**src/rtl/fetch_pkg.sv**
```systemverilog
// ==========================================================================
// fetch_pkg : shared constants and state encoding for the fetch stage
// Rev 1.0
// ==========================================================================
`default_nettype none

package fetch_pkg;

   localparam logic [31:0] HALT_INSN_DEF = 32'h0010_0073;
   localparam logic [31:0] BUBBLE_PC     = 32'hFFFF_FFFF;

   typedef enum logic [1:0] {
      RUN   = 2'd0,
      DRAIN = 2'd1,
      DONE  = 2'd2
   } fetch_state_t;

endpackage

`default_nettype wire

```
**src/rtl/fetch_fifo.sv**
```systemverilog
// ==========================================================================
// fetch_fifo : DEPTH-entry circular buffer of {pc, insn} words
// Rev 1.0
// ==========================================================================
`default_nettype none

module fetch_fifo #(
   parameter  int DEPTH = 2,
   parameter  int WIDTH = 64,
   localparam int PTR_W = $clog2(DEPTH),
   localparam int CNT_W = $clog2(DEPTH + 1)
) (
   input  logic             clk,
   input  logic             reset,
   input  logic             wr_en,
   input  logic [WIDTH-1:0] wr_data,
   input  logic             rd_en,
   output logic [WIDTH-1:0] rd_data,
   output logic [CNT_W-1:0] count,
   output logic             empty
);

   logic [WIDTH-1:0] r_mem [DEPTH];
   logic [PTR_W-1:0] r_wr_ptr;
   logic [PTR_W-1:0] r_rd_ptr;
   logic [CNT_W-1:0] r_count;
   logic             w_rd;

   assign empty   = (r_count == '0);
   assign count   = r_count;
   assign w_rd    = rd_en && !empty;
   // Storage is cleared on reset so the head reads zero while empty after reset.
   assign rd_data = r_mem[r_rd_ptr];

   always_ff @(posedge clk or posedge reset) begin
      if (reset) begin
         for (int i = 0; i < DEPTH; i++) begin
            r_mem[i] <= '0;
         end
         r_wr_ptr <= '0;
         r_rd_ptr <= '0;
         r_count  <= '0;
      end else begin
         if (wr_en) begin
            r_mem[r_wr_ptr] <= wr_data;
            r_wr_ptr        <= r_wr_ptr + PTR_W'(1);
         end
         if (w_rd) begin
            r_rd_ptr <= r_rd_ptr + PTR_W'(1);
         end
         case ({wr_en, w_rd})
            2'b10:   r_count <= r_count + CNT_W'(1);
            2'b01:   r_count <= r_count - CNT_W'(1);
            default: r_count <= r_count;
         endcase
      end
   end

endmodule

`default_nettype wire

```
**src/rtl/instr_fetch.sv**
```systemverilog
// ==========================================================================
// instr_fetch : PC sampling, imem request issue, tagged buffering and halt
// Rev 1.0
// ==========================================================================
`default_nettype none

module instr_fetch
   import fetch_pkg::*;
#(
   parameter int          ADDR_W    = 10,
   parameter int          DEPTH     = 2,
   parameter logic [31:0] HALT_INSN = HALT_INSN_DEF
) (
   input  logic              clk,
   input  logic              reset,
   input  logic [31:0]       pc_in,
   output logic              pc_hold,
   output logic [ADDR_W-1:0] imem_addr,
   input  logic [31:0]       imem_rdata,
   output logic [31:0]       instr_out,
   output logic [31:0]       pc_out,
   output logic              instr_valid,
   input  logic              instr_ready,
   output logic              finish_flag
);

   localparam int CNT_W = $clog2(DEPTH + 1);

   fetch_state_t     r_state;
   fetch_state_t     w_state_nxt;
   logic             r_inflight;
   logic [31:0]      r_tag;
   logic [CNT_W-1:0] w_count;
   logic             w_empty;
   logic [CNT_W:0]   w_used;
   logic             w_can_issue;
   logic             w_halt_now;
   logic             w_issue;
   logic             w_pop;
   logic [63:0]      w_head;

   assign imem_addr = pc_in[ADDR_W-1:0];

   // Credits count the in-flight return too; a same-cycle pop frees nothing.
   assign w_used      = {1'b0, w_count} + (CNT_W + 1)'(r_inflight);
   assign w_can_issue = w_used < (CNT_W + 1)'(DEPTH);
   assign w_halt_now  = r_inflight && (imem_rdata == HALT_INSN);
   assign w_issue     = !pc_hold && (pc_in != BUBBLE_PC);
   assign instr_valid = !w_empty;
   assign w_pop       = instr_valid && instr_ready;
   assign instr_out   = w_head[31:0];
   assign pc_out      = w_head[63:32];

   always_ff @(posedge clk or posedge reset) begin
      if (reset) begin
         r_inflight <= 1'b0;
         r_tag      <= '0;
      end else begin
         r_inflight <= w_issue;
         if (w_issue) begin
            r_tag <= pc_in;
         end
      end
   end

   always_ff @(posedge clk or posedge reset) begin
      if (reset) begin
         r_state <= RUN;
      end else begin
         r_state <= w_state_nxt;
      end
   end

   // The halt word is the youngest entry, so an emptying pop in DRAIN consumes it.
   always_comb begin
      w_state_nxt = r_state;
      case (r_state)
         RUN:     if (w_halt_now) w_state_nxt = DRAIN;
         DRAIN:   if (w_pop && (w_count == CNT_W'(1))) w_state_nxt = DONE;
         DONE:    w_state_nxt = DONE;
         default: w_state_nxt = RUN;
      endcase
   end

   always_comb begin
      pc_hold     = (r_state != RUN) || w_halt_now || !w_can_issue;
      finish_flag = (r_state == DONE);
   end

   fetch_fifo #(
      .DEPTH (DEPTH),
      .WIDTH (64)
   ) u_fifo (
      .clk     (clk),
      .reset   (reset),
      .wr_en   (r_inflight),
      .wr_data ({r_tag, imem_rdata}),
      .rd_en   (w_pop),
      .rd_data (w_head),
      .count   (w_count),
      .empty   (w_empty)
   );

endmodule

`default_nettype wire

```
**config.mk**
```make
export PLATFORM = sky130hd
export DESIGN_NAME = instr_fetch
export DESIGN_NICKNAME = d
export VERILOG_FILES = /design/src/rtl/fetch_pkg.sv /design/src/rtl/fetch_fifo.sv /design/src/rtl/instr_fetch.sv
export SDC_FILE = /design/constraint.sdc
export NUM_CORES = 1
export LEC_CHECK = 0
export ABC_AREA = 0
export BUFFER_PORTS_ARGS = -buffer_cell sky130_fd_sc_hd__buf_4
export CORE_UTILIZATION = 50
export CTS_CLUSTER_DIAMETER = 40
export DETAILED_ROUTE_END_ITERATION = 8
export GPL_ROUTABILITY_DRIVEN = 0
export PLACE_DENSITY = 0.85
export REMOVE_ABC_BUFFERS = 1
export SYNTH_ARGS = -nofsm -noshare
export SYNTH_HDL_FRONTEND = slang
export SYNTH_SLANG_ARGS = --single-unit
```
**constraint.sdc**
```tcl
create_clock -name clk -period 4.9 [get_ports clk]
set_clock_uncertainty 0.2 [all_clocks]
set_input_delay 0.49 -clock clk [delete_from_list [all_inputs] [get_ports clk]]
set_output_delay 0.49 -clock clk [all_outputs]
set_load 0.02 [all_outputs]
```
==> results of run 1 <==
==> layer usage <==
metal  global-route usage  routed length, µm  up-vias
met4              0.05412                 97        0
met1               0.2525               6239     2257
li1                     -                  -     1982
met2               0.3827               8031      102
met3              0.08318               1005        7
met5                    0                  0        -
==> cell families after synthesis <==
| logic type | Yosys count | synth area share |
|---|---|---|
| compound gates | 3 | 0.003261 |
| xor+xnor | 4 | 0.004808 |
| fa+ha+maj | 7 | 0.01202 |
| buf+inv | 40 | 0.02970 |
| flops | 167 | 0.5734 |
| mux | 226 | 0.3502 |
| simple gates | 32 | 0.02661 |
==> synthesized netlist by cell type <==
master | instances | area share
mux2_2 | 224 | 0.35
dfrtp_1 | 167 | 0.57
clkbuf_1 | 14 | 0.0072
buf_4 | 10 | 0.010
nand4_1 | 10 | 0.0086
inv_1 | 8 | 0.0041
ha_1 | 7 | 0.012
nand2_1 | 7 | 0.0036
nor4_1 | 6 | 0.0052
buf_2 | 5 | 0.0034
nor2_1 | 4 | 0.0021
buf_6 | 3 | 0.0046
and4bb_2 | 2 | 0.0034
mux2_4 | 2 | 0.0041
xnor2_1 | 2 | 0.0024
xor2_1 | 2 | 0.0024
a22o_1 | 1 | 0.0012
nand3_2 | 1 | 0.0014
nor2b_1 | 1 | 0.00086
o211a_1 | 1 | 0.0014
o21ai_0 | 1 | 0.00069
or4_4 | 1 | 0.0015
==> worst register-to-register path, cell delays in order, from the launching register on <==
cell and delay, ns:
dfrtp_1 0.44, and4bb_2 0.26, nand2_1 0.06, or4_4 0.53, nand3_2 0.67, mux2_2 0.44
==> final timing paths <==
path	endpoint	slack, ns	from	cells after the start
setup / recovery	pc_out[1]	1.74	u_fifo.r_rd_ptr$_DFFE_PP0P_	3
hold / removal	u_fifo.r_mem[17]$_DFFE_PP0P_	0.02	reset	2
setup reg to reg	r_tag[0]$_DFFE_PP0P_	2.17	r_inflight$_DFF_PP0_	5
hold reg to reg	u_fifo.count[1]$_DFFE_PP0P_	0.29	u_fifo.count[1]$_DFFE_PP0P_	2
max in group asynchronous	u_fifo.r_rd_ptr$_DFFE_PP0P_	3.37	reset	3
min in group clk	r_tag[13]$_DFFE_PP0P_	0.12	pc_in[13]	2
==> registers in the layout (all words and copies together) (netlist names) <==
register	cells
r_state	2
r_inflight	1
u_fifo.r_rd_ptr	1
u_fifo.r_mem	128
u_fifo.count	2
r_tag	32
u_fifo.r_wr_ptr	1
==> final cells by class <==
| cell class | instances | share of cell area |
|---|---|---|
| Clock buffer | 18 | 0.04712 |
| Timing Repair Buffer | 148 | 0.1220 |
| Clock inverter | 14 | 0.02404 |
| Inverter | 8 | 0.003847 |
| Tap cell | 180 | 0.02473 |
| Sequential cell | 167 | 0.4590 |
| Multi-Input combinational cell | 272 | 0.3193 |
==> power groups by stage <==
stage               sequential (mW)  combinational (mW)  clock, mW
finish                         2.55                3.43       1.45
global route                   2.64                3.67       1.55
CTS                            2.55                3.48       1.49
detailed placement             2.56                3.45          0
global placement               2.48                3.35          0
floorplan                      2.43                2.40          0
==> stage by stage <==
step / util / setup WS (ns) / setup TNS [ns]
2_1_floorplan: - / -0.3084 / -51.50
3_3_place_gp: 0.6024 / 1.781 / 0
3_5_place_dp: 0.6024 / 1.744 / 0
4_1_cts: 0.6486 / 1.679 / 0
5_1_grt: 0.6486 / 1.629 / 0
6_report: 0.6486 / 1.740 / 0
==> impl_metrics.yaml, run 1 <==
setup_path:
  cp_num_buf_inv: 2
  critPathCaptureType: "output pin"
  path_delay_family: "flip-flops"
  start_kind: "register"
  crit_top_cell: "buf_4"
  cp_max_fo: 35
  slowest_stage: "dfrtp_2"
  slowest_delay_ns: 0.85
  critPathRequiredTime_ns: 4.21
  critPathKind: "register to output pin"
  crit_arrival_ns: 2.47
  cp_cell_sequence: "buf_4 > mux2_2 > buf_4"
clocking:
  cts_buffers: 17
  worstSkewPairLatency_ns: 0.42
  clk_pin_slew_ns: 0.06
  htreeDepth: 4
  cts_hold_buf: 0
  cts_sinks: 167
  tritoncts: "done"
  cts_resized: 0
  cts_buffer_depth: 2
  cts_root_buf: "clkbuf_16"
  cts_setup_buffers: 0
power:
  clockPowerShare: 0.196
  netSwitchingFraction: 0.3432
  power_mw: 7.426
  p_sw_mw: 2.549
  intPower_mw: 4.877
  pwr-share-comb: 0.461
  ir_drop_mv: 0.4767
  p_seq_frac: 0.343
  powerDensity_mw_per_mm2: 815.3
  p_leak_nw: 4.031
cells_and_area:
  finalNonFillerCells: 807
  mostFrequentLayoutCells: "mux2_2, dfrtp_1, buf_4"
  seq_area_mm2: 0.004180
  layout_commonest_cell: "mux2_2"
  antenna_cells: 0
  fin_area_mm2: 0.009107
  multi_input_area_mm2: 0.002908
  fin_nets: 688
  drive_gt1_frac: 0.6587
  fill_cells: 1016
  syn_to_final_growth_pct: 24.96
sta:
  drv_slew: 0
  min_period_ns: 3.160
  hold_viol: 0
  fmax_mhz: 316.5
  setup-violations-final: 0
  relSlewSlack: 0.2619
  hold_ws_ns: 0.01781
  fin_crit_sh: 0.6449
  worst_pin_slew_ns: 1.105
  rsz0062_at_grt: "no"
synth:
  synthCells: 479
  yosysUniqueCellTypes: 22
  synth_area_mm2: 0.007288
  yosys_register_bits: 167
  synth-seq-area-share: 0.5734
  avgSynthCellArea_um2: 15.22
  yosysWarnings: 0
detailed_routing:
  wire_per_inst_um: 19.05
  vias: 4348
  dr.pass1.iters: 4
  drcViolationCount: 0
  vias_per_cell: 5.388
  ant_nets: 0
  drt-initial-drc-count: 174
  wl_um: 15370
die:
  rows: 43
  io_pins: 144
  die-area_mm2: 0.01506
  core_area_mm2: 0.01404
  start_util: 0.5190
  die_width_um: 122.7
  die_h_um: 122.7
placed_design:
  io_buffers: 143
  place_hpwl_um: 10090
  dpl_cell_area_mm2: 0.008459
  dp_cells: 775
global_route:
  grtUsageTotal: 0.2193
  antenna_found_initial: 0
  grt_max_degree: 97
  grt_first_pass_wirelength_um: 24640
  first_global_vias: 4857
  grt_overflow: 0
job:
  drv_cap: 0
worst_hold_path:
  hp-class: "input pin to asynchronous set/reset pin"
run_status:
  status: "finished, final reports clean"
Power figures use the tool's default switching activity.
==> run 2: changes to the inputs <==
--- a/config.mk
+++ b/config.mk
@@ -7,7 +7,7 @@
 export LEC_CHECK = 0
 export ABC_AREA = 0
 export BUFFER_PORTS_ARGS = -buffer_cell sky130_fd_sc_hd__buf_4
-export CORE_UTILIZATION = 50
+export CORE_UTILIZATION = 52
 export CTS_CLUSTER_DIAMETER = 40
 export DETAILED_ROUTE_END_ITERATION = 8
 export GPL_ROUTABILITY_DRIVEN = 0
==> constraint.sdc (replaced) <==
create_clock -name clk -period 3 [get_ports clk]
set_clock_uncertainty 0.2 [all_clocks]
set_input_delay 0.3 -clock clk [delete_from_list [all_inputs] [get_ports clk]]
set_output_delay 0.3 -clock clk [all_outputs]
set_load 0.02 [all_outputs]
==> impl_metrics.yaml, run 2 (synthesis results as in run 1) <==
global_route:
  grt_overflow: 0
  grt_first_pass_wirelength_um: 25930
  antenna_found_initial: 0
  first_global_vias: 5133
  grtUsageTotal: 0.2364
  grt_max_degree: 74
cells_and_area:
  fin_area_mm2: 0.009769
  fin_nets: 756
  reg_top3: "u_fifo.r_mem x128, r_tag x32"
  drive_gt1_frac: 0.5986
  finalNonFillerCells: 871
  syn_to_final_growth_pct: 34.04
  largest-register: "u_fifo.r_mem"
  mostFrequentLayoutCells: "mux2_2, dfrtp_1, buf_4"
  layout_commonest_cell: "mux2_2"
  antenna_cells: 0
  largest_reg_flops: 128
  final_core_util: 0.7262
die:
  core_area_mm2: 0.01345
  die-area_mm2: 0.01449
  die_width_um: 120.4
  die_h_um: 120.4
  start_util: 0.5418
  io_pins: 144
  rows: 42
sta:
  relSlewSlack: 0.6330
  final.setup.worst_slack_ns: 0.1332
  fmax_mhz: 348.8
  rsz0062_at_grt: "no"
  min_period_ns: 2.867
  worst_pin_slew_ns: 0.5505
  hold_viol: 0
  setup-violations-final: 0
  fin_crit_sh: 0.9556
  drv_slew: 0
clocking:
  tritoncts: "done"
  cts_buffer_depth: 2
  worstSkewPairLatency_ns: 0.42
  cts_root_buf: "clkbuf_16"
  cts_setup_buffers: 0
  cts_buffers: 17
  htreeDepth: 4
  clk_pin_slew_ns: 0.06
  cts_sinks: 167
detailed_routing:
  drt-initial-drc-count: 149
  ant_nets: 0
  dr.pass1.iters: 4
  vias_per_cell: 5.363
  wire_per_inst_um: 18.51
  wl_um: 16120
  drcViolationCount: 0
  vias: 4671
power:
  power_mw: 12.09
  ir_drop_mv: 0.6814
  powerDensity_mw_per_mm2: 1237
  p_leak_nw: 4.322
placed_design:
  pre_cts_ws_ns: 0.3669
  place_hpwl_um: 10030
  io_buffers: 143
  dpl_cell_area_mm2: 0.008514
  dp_cells: 774
setup_path:
  start_kind: "input pin"
  critPathCaptureType: "output pin"
  critPathKind: "input pin to output pin"
  crit_arrival_ns: 2.37
  critPathRequiredTime_ns: 2.50
  cp_max_fo: 3
job:
  drv_cap: 0
run_status:
  status: "finished, final reports clean"
worst_hold_path:
  hp-class: "input pin to register"
-- run 2: changes by cell type in the layout (fill, tap and decap cells not counted) --
cell	previous run	this run
dlygate4sd3_1	0	65
clkbuf_8	0	6
inv_6	5	1
buf_12	0	3
bufinv_16	5	2
clkinv_2	2	5
clkinv_4	1	0
clkinvlp_4	2	1
-- run 2: final cells by class --
cell class	instances	area, µm²
Timing Repair Buffer	216	1822
Fill cell	862	3684
Sequential cell	167	4180
Inverter	8	35.03
Multi-Input combinational cell	272	2908
Clock inverter	8	92.59
Clock buffer	24	511.7
Tap cell	176	220.2
-- run 2: metrics by stage --
stage,TNS [ns],hold slack (ns)
after floorplan,-395.33,0.2498
after detailed placement,0,0.1991
after global placement,0,0.1896
final,0,0.1316
after global routing,0,0.1177
after CTS,0,0.1069
-- run 2: timing repair --
action,4_1_cts,5_1_grt
gates resized for setup,0,0
hold buffers,65,0
endpoints found under the hold margin,156,0
-- run 2: path summary, 6_finish.rpt --
kind / slack, ns / depth (start not counted) / from / end
hold / removal: 0.13 / 3 / instr_ready / u_fifo.r_rd_ptr$_DFFE_PP0P_
min in group asynchronous: 0.32 / 3 / reset / r_tag[26]$_DFFE_PP0P_
setup / recovery: 0.13 / 7 / imem_rdata[9] / pc_hold
max in group asynchronous: 1.43 / 4 / reset / u_fifo.r_mem[77]$_DFFE_PP0P_
setup reg to reg: 0.62 / 6 / r_inflight$_DFF_PP0_ / r_tag[1]$_DFFE_PP0P_
hold reg to reg: 0.30 / 1 / u_fifo.r_mem[7]$_DFFE_PP0P_ / u_fifo.r_mem[7]$_DFFE_PP0P_
-- run 2: critical path, stage by stage --
cell and delay [ns]:
dlygate4sd3_1 0.54, buf_4 0.15, nor4_1 0.37, nand4_1 0.20, or4_4 0.56, nand2_1 0.10, buf_4 0.14
-- run 2: routing by layer --
metal | track usage | wire length, µm | up-vias
li1 | - | - | 2137
met1 | 0.2769 | 6684 | 2378
met2 | 0.4235 | 8358 | 132
met3 | 0.05896 | 798 | 24
met4 | 0.07716 | 279 | 0
met5 | 0 | 0 | -
-- run 2: power by group --
| part | switching (mW) | internal, mW | leakage, nW | total (mW) |
|---|---|---|---|---|
| Clock | 0.820 | 1.35 | 0.302 | 2.17 |
| Combinational | 2.70 | 3.14 | 2.07 | 5.84 |
| Sequential | 0.635 | 3.44 | 1.95 | 4.08 |
==> run 3: changes to the inputs <==
==> constraint.sdc (replaced) <==
create_clock -name clk -period 2.9 [get_ports clk]
set_clock_uncertainty 0.2 [all_clocks]
set_input_delay 0.29 -clock clk [delete_from_list [all_inputs] [get_ports clk]]
set_output_delay 0.29 -clock clk [all_outputs]
set_load 0.02 [all_outputs]
==> impl_metrics.yaml, run 3 (synthesis results as in run 1) <==
global_route:
  grt_max_degree: 71
  antenna_found_initial: 0
  first_global_vias: 5235
  grtUsageTotal: 0.2398
  grt_overflow: 0
  grt_first_pass_wirelength_um: 26310
die:
  io_pins: 144
  die_h_um: 120.4
  die_width_um: 120.4
  rows: 42
  die-area_mm2: 0.01449
  core_area_mm2: 0.01345
  start_util: 0.5418
detailed_routing:
  drt-initial-drc-count: 140
  vias: 4636
  wl_um: 16210
  vias_per_cell: 5.317
  drcViolationCount: 0
  ant_nets: 0
  dr.pass1.iters: 4
  wire_per_inst_um: 18.59
placed_design:
  dpl_cell_area_mm2: 0.008522
  dp_cells: 775
  place_hpwl_um: 10180
  io_buffers: 143
setup_path:
  cp_cell_sequence: "dlygate4sd3_1 > buf_4 > nor4_1 > nand4_1 > or4_4 > nand2_1 > buf_4"
  r2r_start: "r_inflight$_DFF_PP0_"
  slowest_delay_ns: 0.56
  path_delay_family: "simple AND/OR/NAND/NOR gates"
  regToRegSetupSlack_ns: 0.55
  critPathCaptureType: "output pin"
  critPathRequiredTime_ns: 2.41
  cp_max_fo: 3
  cp_num_buf_inv: 3
  worstReg2RegEnd: "r_tag[4]$_DFFE_PP0P_"
  crit_arrival_ns: 2.33
  slowest_stage: "dlygate4sd3_1"
  start_kind: "input pin"
  r2r_cells: 6
  crit_top_cell: "buf_4"
  critPathKind: "input pin to output pin"
cells_and_area:
  syn_to_final_growth_pct: 34.58
  finalNonFillerCells: 872
  fin_nets: 757
  layout_commonest_cell: "mux2_2"
  reg_top3: "u_fifo.r_mem x128, r_tag x32"
  fin_area_mm2: 0.009808
  drive_gt1_frac: 0.5991
  mostFrequentLayoutCells: "mux2_2, dfrtp_1, buf_4"
  antenna_cells: 0
  largest_reg_flops: 128
  largest-register: "u_fifo.r_mem"
power:
  intPower_mw: 8.301
  p_sw_mw: 4.293
  power_mw: 12.59
  p_leak_nw: 4.338
  p_seq_frac: 0.336
  pwr-share-comb: 0.478
  clockPowerShare: 0.186
  ir_drop_mv: 0.6502
  powerDensity_mw_per_mm2: 1284
  netSwitchingFraction: 0.3409
sta:
  hold_viol: 0
  relSlewSlack: 0.5678
  rsz0062_at_grt: "no"
  drv_slew: 0
  setup-violations-final: 0
  min_period_ns: 2.819
  worst_pin_slew_ns: 0.6483
  setup-tns-final_ns: 0
  fmax_mhz: 354.8
  fin_crit_sh: 0.9720
run_status:
  status: "finished, final reports clean"
clocking:
  cts_buffer_depth: 2
  htreeDepth: 4
  tritoncts: "done"
  cts_root_buf: "clkbuf_16"
  clk_pin_slew_ns: 0.06
  cts_buffers: 17
  cts_sinks: 167
  worstSkewPairLatency_ns: 0.42
worst_hold_path:
  hold_depth: 3
  hp-class: "input pin to register"
  min_to: "u_fifo.r_rd_ptr$_DFFE_PP0P_"
  hp-start: "instr_ready"
job:
  drv_cap: 0
==> run 3: cell count changes in the layout (fill, tap and decap cells not counted) <==
cell | before | now
clkinvlp_4 | 1 | 0
clkinv_2 | 5 | 3
buf_4 | 148 | 149
nor4_1 | 6 | 5
bufinv_16 | 2 | 3
clkinv_4 | 0 | 1
clkbuf_1 | 1 | 2
nor4_2 | 0 | 1
==> run 3: tightest hold or removal path: stages <==
cell	delay (ns)
buf_4	0.11
nor2b_1	0.16
xor2_1	0.13
==> run 3: cell type report <==
cell class | count | area (µm²)
sequential | 167 | 4180
fill | 893 | 3645
inverter | 8 | 35.03
tap | 176 | 220.2
multi-input combinational | 272 | 2914
timing repair buffer | 217 | 1829
clock buffer | 25 | 515.5
clock inverter | 7 | 113.9
==> run 3: repair_timing <==
action	in CTS	in global routing
setup endpoints to repair	0	2
hold buffers	65	0
setup buffers	0	0
gates resized for setup	0	1
hold endpoints to repair	163	0
==> run 3: through the flow <==
stage	util	worst slack [ns]	hold slack, ns
after detailed placement	0.6335	0.3056	0.2340
after global routing	0.7291	0.01768	0.1220
after CTS	0.7286	0.04678	0.09349
final	0.7291	0.08130	0.1222
after global placement	0.6335	0.2335	0.2214
after floorplan	-	-2.108	0.2407
==> run 3: metal layers <==
metal | vias to the layer above | global-route usage | wire length [µm]
li1 | 2117 | - | -
met1 | 2379 | 0.2740 | 6594
met2 | 122 | 0.4332 | 8550
met3 | 18 | 0.06792 | 874
met4 | 0 | 0.07330 | 189
met5 | - | 0 | 0
==> run 3: worst max-delay path by stage <==
| stage | from | to | cells after the start |
|---|---|---|---|
| after floorplan | reset | r_inflight$_DFF_PP0_ | 1 |
| after global placement | imem_rdata[19] | r_tag[1]$_DFFE_PP0P_ | 7 |
| after detailed placement | imem_rdata[19] | r_tag[10]$_DFFE_PP0P_ | 7 |
| after CTS | imem_rdata[19] | pc_hold | 7 |
| after global routing | imem_rdata[9] | pc_hold | 7 |
| final | imem_rdata[9] | pc_hold | 7 |
==> run 3: power by group through the flow <==
stage	Clock, mW	Combinational [mW]	Sequential [mW]
5_1_grt	2.49	6.40	4.37
6_report	2.35	6.02	4.23
4_1_cts	2.39	6.07	4.21
3_5_place_dp	0	5.95	4.24
2_1_floorplan	0	4.05	4.10
3_3_place_gp	0	5.81	4.10
